`src/rtl/and_gate_pkg.sv`:
```
// Shared defaults for the AND gate block.
// Operand width and counter width live here.
package and_gate_pkg;

  localparam int DEF_WIDTH = 1;
  localparam int DEF_CNT_W = 16;

endpackage

```
`src/rtl/and_gate_sat_cnt.sv`:
```
// Saturating up-counter with sync clear and async reset.
// Holds at all-ones instead of wrapping.
module and_gate_sat_cnt
  import and_gate_pkg::*;
#(
  parameter int CNT_W = DEF_CNT_W
) (
  input  logic             clk,
  input  logic             rst,
  input  logic             clr,
  input  logic             inc,
  output logic [CNT_W-1:0] cnt
);

  logic at_max;

  assign at_max = &cnt;

  always_ff @(posedge clk or posedge rst) begin
    if (rst) begin
      cnt <= '0;
    end else if (clr) begin
      cnt <= '0;
    end else if (inc && !at_max) begin
      cnt <= cnt + 1'b1;
    end
  end

endmodule

```
`src/rtl/and_gate.sv`:
```
// Bitwise AND with registered copy and built-in result checker.
// Checker tallies matches and mismatches against exp_y.
module and_gate
  import and_gate_pkg::*;
#(
  parameter int WIDTH = DEF_WIDTH,
  parameter int CNT_W = DEF_CNT_W
) (
  input  logic             clk,
  input  logic             rst,
  input  logic [WIDTH-1:0] A,
  input  logic [WIDTH-1:0] B,
  output logic [WIDTH-1:0] Y,
  input  logic             en,
  output logic [WIDTH-1:0] Y_q,
  input  logic             chk_en,
  input  logic [WIDTH-1:0] exp_y,
  input  logic             clr,
  output logic [CNT_W-1:0] pass_cnt,
  output logic [CNT_W-1:0] fail_cnt,
  output logic             err,
  output logic             mismatch
);

  logic pass_inc;
  logic fail_inc;

  assign Y = A & B;

  // Case inequality so X/Z on either side flags a mismatch.
  assign mismatch = chk_en && (Y !== exp_y);

  assign pass_inc = chk_en && !mismatch;
  assign fail_inc = mismatch;

  always_ff @(posedge clk or posedge rst) begin
    if (rst) begin
      Y_q <= '0;
    end else if (en) begin
      Y_q <= Y;
    end
  end

  always_ff @(posedge clk or posedge rst) begin
    if (rst) begin
      err <= 1'b0;
    end else if (clr) begin
      err <= 1'b0;
    end else if (fail_inc) begin
      err <= 1'b1;
    end
  end

  and_gate_sat_cnt #(
    .CNT_W(CNT_W)
  ) u_pass_cnt (
    .clk(clk),
    .rst(rst),
    .clr(clr),
    .inc(pass_inc),
    .cnt(pass_cnt)
  );

  and_gate_sat_cnt #(
    .CNT_W(CNT_W)
  ) u_fail_cnt (
    .clk(clk),
    .rst(rst),
    .clr(clr),
    .inc(fail_inc),
    .cnt(fail_cnt)
  );

endmodule

```
`config.mk`:
```
export PLATFORM = sky130hd
export DESIGN_NAME = and_gate
export DESIGN_NICKNAME = d
export VERILOG_FILES = /design/src/rtl/and_gate_pkg.sv /design/src/rtl/and_gate_sat_cnt.sv /design/src/rtl/and_gate.sv
export SDC_FILE = /design/constraint.sdc
export NUM_CORES = 1
export LEC_CHECK = 0
export BUFFER_PORTS_ARGS = -buffer_cell sky130_fd_sc_hd__buf_2
export CAP_MARGIN = 20
export CORE_ASPECT_RATIO = 0.5
export CORE_MARGIN = 2
export CORE_UTILIZATION = 54
export DETAILED_ROUTE_END_ITERATION = 7
export PLACE_DENSITY = 0.85
export RECOVER_POWER = 100
export SYNTH_ARGS = -nofsm -noshare
export SYNTH_HDL_FRONTEND = slang
export SYNTH_SLANG_ARGS = --single-unit
```
`constraint.sdc`:
```
create_clock -name clk -period 2.4 [get_ports clk]
set_input_delay 0.48 -clock clk [delete_from_list [all_inputs] [get_ports clk]]
set_output_delay 0.48 -clock clk [all_outputs]
set_load 0.01 [all_outputs]
```
==> results of run 1 <==
-- how the worst min path moves through the flow --
stage	endpoint	slack, ns	cells after the start
detailed placement	Y_q	0.50	1
global route	u_pass_cnt.cnt[12]	0.23	2
finish	u_pass_cnt.cnt[7]	0.19	2
floorplan	err	0.54	2
global placement	Y_q	0.48	1
CTS	u_pass_cnt.cnt[7]	0.21	2
-- cell usage after synthesis, types with 5 or more instances --
cell,n,share of area [%]
dfrtp_1,34,44
nor2_1,31,6.0
xnor2_1,27,12
nand3_1,13,3.3
nand2_1,10,1.9
nand4_1,8,2.6
nor3_1,8,2.1
nor3_2,8,4.1
inv_1,6,1.2
a21oi_1,5,1.3
-- logic make-up (layout without fill, tap and decap cells) --
logic type / after synthesis / count (layout) / share of synthesized area (%)
adders and majority gates: 2 / 2 / 1.282
xor gates and xnor gates: 27 / 27 / 12.12
AOI/OAI and AO/OA: 12 / 12 / 4.038
DFF: 34 / 34 / 43.59
buffers and inverters: 14 / 62 / 3.269
muxes: 2 / 2 / 1.154
and+or+nand+nor: 106 / 106 / 34.55
-- layout make-up --
| type | instances | area, um^2 |
|---|---|---|
| repair buffers | 48 | 192.7 |
| well taps | 51 | 63.81 |
| multi-input cells | 149 | 949.7 |
| fillers | 319 | 1282 |
| clock buffers | 7 | 86.33 |
| flip-flops and latches | 34 | 850.8 |
| clock inverters | 1 | 5.005 |
| inverters | 6 | 22.52 |
-- metal layers --
metal	vias to the layer above	part of all wire, %	GRT usage [%]	wire length [um]
met5	-	0	0	0
met1	773	46	26.27	1770
li1	774	-	-	-
met4	0	1.3	6.866	51
met3	9	5.2	6.272	200
met2	38	48	31.94	1849
-- flip-flops by register name, indices dropped and copies added (netlist names) --
signal	count
err	1
Y_q	1
u_pass_cnt.cnt	16
u_fail_cnt.cnt	16
-- stage by stage --
| step | worst slack [ns] | area (um^2) |
|---|---|---|
| after global routing | 0.1956 | 2171 |
| after floorplan | 0.5721 | 1952 |
| final | 0.2859 | 2171 |
| after detailed placement | 0.4306 | 2227 |
| after global placement | 0.4591 | 2227 |
| after CTS | 0.4152 | 2318 |
-- where the power goes --
part	leakage (uW)	switching, uW	internal, uW
Combinational	0.000330	48.3	22.0
Clock	0.0000482	206	231
Sequential	0.000472	8.16	581
-- worst register-to-register path, delay by kind of cell (launching register included) --
family	cells	cell delay [ns]
compound gates	1	0.74
flops	1	0.40
simple gates	3	0.37
fa+ha+maj	1	0.24
xor+xnor	1	0.16
==> reports/metrics.csv, run 1 <==
stage,metric,value,unit
worst_setup_path,rr_worst_depth,6,
place,dp.cells,288,
worst_setup_path,path_delay_family,buffers and inverters,
layout,final_cells,296,
floorplanning,coreArea,3453,um^2
floorplanning,std_cell_rows,15,
sta,fin_crit,2.114,ns
layout,finalCoreUtilization,62.86,%
pwr,power,1096,uW
clock_tree,cts_tree,done,
place,dp_hpwl,2.810,mm
place,io_buffers,43,
sta,tns,0,ns
layout,diodes,0,
route,first_pass_iters,4,
route,ant_nets,0,
grt,grt-ovfl-total,0,
layout,layout_common_cells,"clkbuf_1, dfrtp_1, nor2_1",
worst_setup_path,path_max_fanout,15,
sta,tightest_slew,1.165,ns
clock_tree,postCtsHoldBufs,0,
worst_setup_path,slowest_stage,clkbuf_1,
clock_tree,clock_sinks,34,
floorplanning,start_util,56.52,%
sta,max_freq,473.0,MHz
clock_tree,h-tree-depth,2,
worst_hold_path,min_path_type,in2async,
pwr,vdd_drop_max,0.3186,mV
yosys,synth_edf_count,0,
yosys,synth.yosys.seq_area_share,43.59,%
layout,layout-drive-gt1-share,9.388,%
layout,syn_to_final_growth,11.22,%
clock_tree,clockBufferDepth,2,
grt,grt_pass1_wl,6.230,mm
yosys,synth_ff_type,dfrtp_1,
floorplanning,die_w,89.03,um
route,vias_per_cell,5.385,
worst_setup_path,reg2reg_slack,0.36,ns
clock_tree,clk_latency,0.29,ns
worst_setup_path,crit_buf_inv,4,
grt,grt_max_degree,25,
route,vias,1594,
worst_setup_path,path_cells,buf_2 -> and3b_1 -> o21ai_1 -> clkbuf_1 -> inv_1 -> clkbuf_1,
outcome,status,finished clean,
sta,finalCritPeriodShare,88.09,%
place,gp_congestion,0.7979,
route,drt-wirelength-per-cell,13.08,um
layout,nets,254,
yosys,ys_ff_latch,34,
worst_setup_path,cpMostUsedCell,clkbuf_1,
route,first_iter_violations,50,
yosys,yosys.cell_types.count,40,
yosys,postSynthCellCount,197,
floorplanning,die-area,4141,um^2
worst_setup_path,endpoint_kind,output pin,
flow_run,drv_cap,0,
sta,hold_viol,0,
grt,grtUsageTotal,20.03,%
worst_setup_path,crit_path_end,mismatch,
route,totalWireLength,3.872,mm
layout,final_common_cell,clkbuf_1,
clock_tree,cts-root-buf,clkbuf_8,
worst_setup_path,startpoint_type,input port,
yosys,yosysWarnings,0,
sta,skew,0.008615,ns
worst_setup_path,slowest_delay,0.50,ns
clock_tree,ctsResizeCount,0,
sta,grt_setup_unrepaired,false,
clock_tree,cts_buffers,5,
worst_setup_path,cp_num_cells,6,
floorplanning,ioPinCount,44,
pwr,pwr_density_cell,504.8,nW/um^2
grt,antenna_found_initial,0,
yosys,avgSynthCellArea,9.908,um^2
sta,slew_headroom,22.31,%
grt,grt_pass1_vias,1398,
yosys,synth-async-reset-ratio,100.0,%
worst_setup_path,arrival,1.63,ns
pwr,p_leak,0.0008495,uW
clock_tree,postCtsSetupBuffers,0,
worst_setup_path,cp.required,1.92,ns
worst_setup_path,r2r_start,u_pass_cnt.cnt[0],
worst_setup_path,critical_path_class,in2out,
route,drc,0,
sta,finalSetupViolations,0,
worst_setup_path,crit_start,B,
sta,hold_slack,0.1913,ns
yosys,syn-cell-area,1952,um^2
yosys,syn_nets,207,
floorplanning,die_h,46.51,um
clock_tree,clkTransAtPathRegs,0.07,ns
sta,maxSlewViolCount,0,
worst_setup_path,timing.rr.end,u_pass_cnt.cnt[9],
(Power assumes the default switching activity.)
==> run 2: changes to the inputs <==
--- a/config.mk
+++ b/config.mk
@@ -9,9 +9,9 @@
 export CAP_MARGIN = 20
 export CORE_ASPECT_RATIO = 0.5
 export CORE_MARGIN = 2
-export CORE_UTILIZATION = 54
+export CORE_UTILIZATION = 45
 export DETAILED_ROUTE_END_ITERATION = 7
-export PLACE_DENSITY = 0.85
+export PLACE_DENSITY = 0.73
 export RECOVER_POWER = 100
 export SYNTH_ARGS = -nofsm -noshare
 export SYNTH_HDL_FRONTEND = slang
==> run 2 against run 1 <==
Effect of this change:
- die area rose by 19%
- flip-flop and latch count did not move
- largest power group unchanged
- wire length rose by 6.1%
- worst setup slack improved by 0.081 ns
- count of clock-buffer cells in the layout fell by 1
- clock skew fell by 0.0026 ns
- hold slack improved by 0.25 ns
- critical endpoint is now u_pass_cnt.cnt[7]
- combinational power rose by 2%
- via count fell by 0.13%
- sequential power barely moved
- utilization fell by 8.9 points
- register-to-register slack barely moved
==> reports/metrics.csv, run 2 (synthesized netlist as in run 1, its figures left out) <==
stage,metric,value,unit
outcome,status,finished clean,
flow_run,drv_cap,0,
route,first_pass_iters,4,
worst_setup_path,arrival,2.20,ns
clock_tree,clock_sinks,34,
floorplanning,start_util,48.51,%
clock_tree,cts_tree,done,
layout,diodes,0,
grt,grt_pass1_vias,1546,
layout,syn_to_final_growth,11.22,%
sta,slew_headroom,43.71,%
sta,fin_ws,0.3671,ns
pwr,vdd_drop_max,0.1885,mV
clock_tree,cts_buffers,5,
floorplanning,die_w,97.14,um
worst_setup_path,endpoint_kind,register,
sta,max_freq,491.9,MHz
clock_tree,postCtsSetupBuffers,0,
clock_tree,clkTransAtPathRegs,0.07,ns
sta,finalCritPeriodShare,84.71,%
clock_tree,h-tree-depth,2,
grt,grtUsageTotal,18.29,%
route,vias,1592,
sta,maxSlewViolCount,0,
pwr,pwr_density_cell,498.1,nW/um^2
place,post-place-ws,0.4173,ns
layout,layout-drive-gt1-share,10.29,%
grt,antenna_found_initial,0,
clock_tree,cts-root-buf,clkbuf_8,
route,totalWireLength,4.110,mm
worst_hold_path,min_path_type,in2async,
place,gp_congestion,0.8266,
floorplanning,coreArea,4024,um^2
layout,nFillCells,386,
floorplanning,ioPinCount,44,
layout,layout_common_cells,"clkbuf_1, dfrtp_1, nor2_1",
grt,grt-ovfl-total,0,
clock_tree,postCtsHoldBufs,0,
worst_setup_path,cp.required,2.57,ns
route,drc,0,
sta,hold_viol,0,
floorplanning,die-area,4912,um^2
worst_setup_path,path_max_fanout,4,
route,vias_per_cell,5.360,
layout,nets,254,
layout,final_common_cell,clkbuf_1,
pwr,p_leak,0.0008586,uW
sta,tightest_slew,0.8444,ns
sta,tns,0,ns
clock_tree,clockBufferDepth,2,
sta,grt_setup_unrepaired,false,
place,dp_hpwl,2.932,mm
sta,skew,0.005973,ns
clock_tree,clk_latency,0.28,ns
route,drt-wirelength-per-cell,13.84,um
worst_setup_path,critical_path_class,reg2reg,
floorplanning,die_h,50.57,um
layout,finalCoreUtilization,53.95,%
sta,fin_crit,2.033,ns
route,ant_nets,0,
floorplanning,std_cell_rows,16,
clock_tree,ctsResizeCount,0,
layout,largestRegisters,"u_fail_cnt.cnt: 16 flops, u_pass_cnt.cnt: 16 flops",
route,first_iter_violations,76,
grt,grt_pass1_wl,7.176,mm
place,io_buffers,43,
sta,finalSetupViolations,0,
grt,grt_max_degree,35,
worst_setup_path,startpoint_type,register,
[run 2: cell types whose count changed in the layout (fill, tap and decap cells not counted)]
| cell | delta |
|---|---|
| clkbuf_1 | -5 |
| o21ai_0 | +1 |
| o21ai_1 | -1 |
| nand3_2 | -1 |
| buf_4 | +2 |
| clkinv_2 | -1 |
| buf_2 | +1 |
| nand3_1 | +1 |
| clkbuf_2 | +1 |
[run 2: power by group]
| group | leakage (uW) | switching, uW | internal, uW |
|---|---|---|---|
| clock network | 0.0000431 | 199 | 221 |
| registers | 0.000472 | 8.54 | 580 |
| logic | 0.000344 | 48.5 | 23.5 |
[run 2: layout make-up]
type | instances | area, um^2 | share of cell area, %
flip-flops and latches | 34 | 850.8 | 39.19
multi-input cells | 149 | 944.7 | 43.52
well taps | 54 | 67.56 | 3.112
clock buffers | 6 | 82.58 | 3.804
repair buffers | 48 | 202.7 | 9.337
inverters | 6 | 22.52 | 1.037
[run 2: path summary, 6_finish.rpt]
kind | start | end | slack (ns) | depth (start not counted)
setup / recovery | u_pass_cnt.cnt[0] | u_pass_cnt.cnt[7] | 0.37 | 6
min in group clk | en | Y_q | 0.45 | 2
hold reg to reg | Y_q | Y_q | 0.52 | 1
max in group asynchronous | rst | u_fail_cnt.cnt[9] | 1.43 | 3
setup reg to reg | u_pass_cnt.cnt[0] | u_pass_cnt.cnt[7] | 0.37 | 6
hold / removal | rst | err | 0.44 | 3
[run 2: layer usage]
| layer | routed length, um | GRT usage (%) |
|---|---|---|
| met5 | 0 | 0 |
| met4 | 51 | 4.460 |
| met3 | 198 | 6.267 |
| met2 | 1987 | 29.98 |
| met1 | 1873 | 23.60 |
[run 2: stage by stage]
| stage | std cells | instance area, um^2 | hold WS (ns) | total power [uW] |
|---|---|---|---|---|
| finish | 297 | 2171 | 0.4389 | 1081 |
| global placement | 291 | 2231 | 0.4844 | 676.3 |
| global route | 297 | 2171 | 0.4413 | 1131 |
| CTS | 297 | 2313 | 0.3051 | 1099 |
| floorplan | 197 | 1952 | 0.5436 | 650.6 |
| detailed placement | 291 | 2231 | 0.5043 | 679.7 |
[run 2: worst max-delay path: stages, from the launching register on]
cell,delay [ns]
dfrtp_1,0.40
ha_1,0.25
nand4_1,0.22
o311ai_1,0.73
nor2_1,0.11
xnor2_1,0.16
nor2_1,0.05
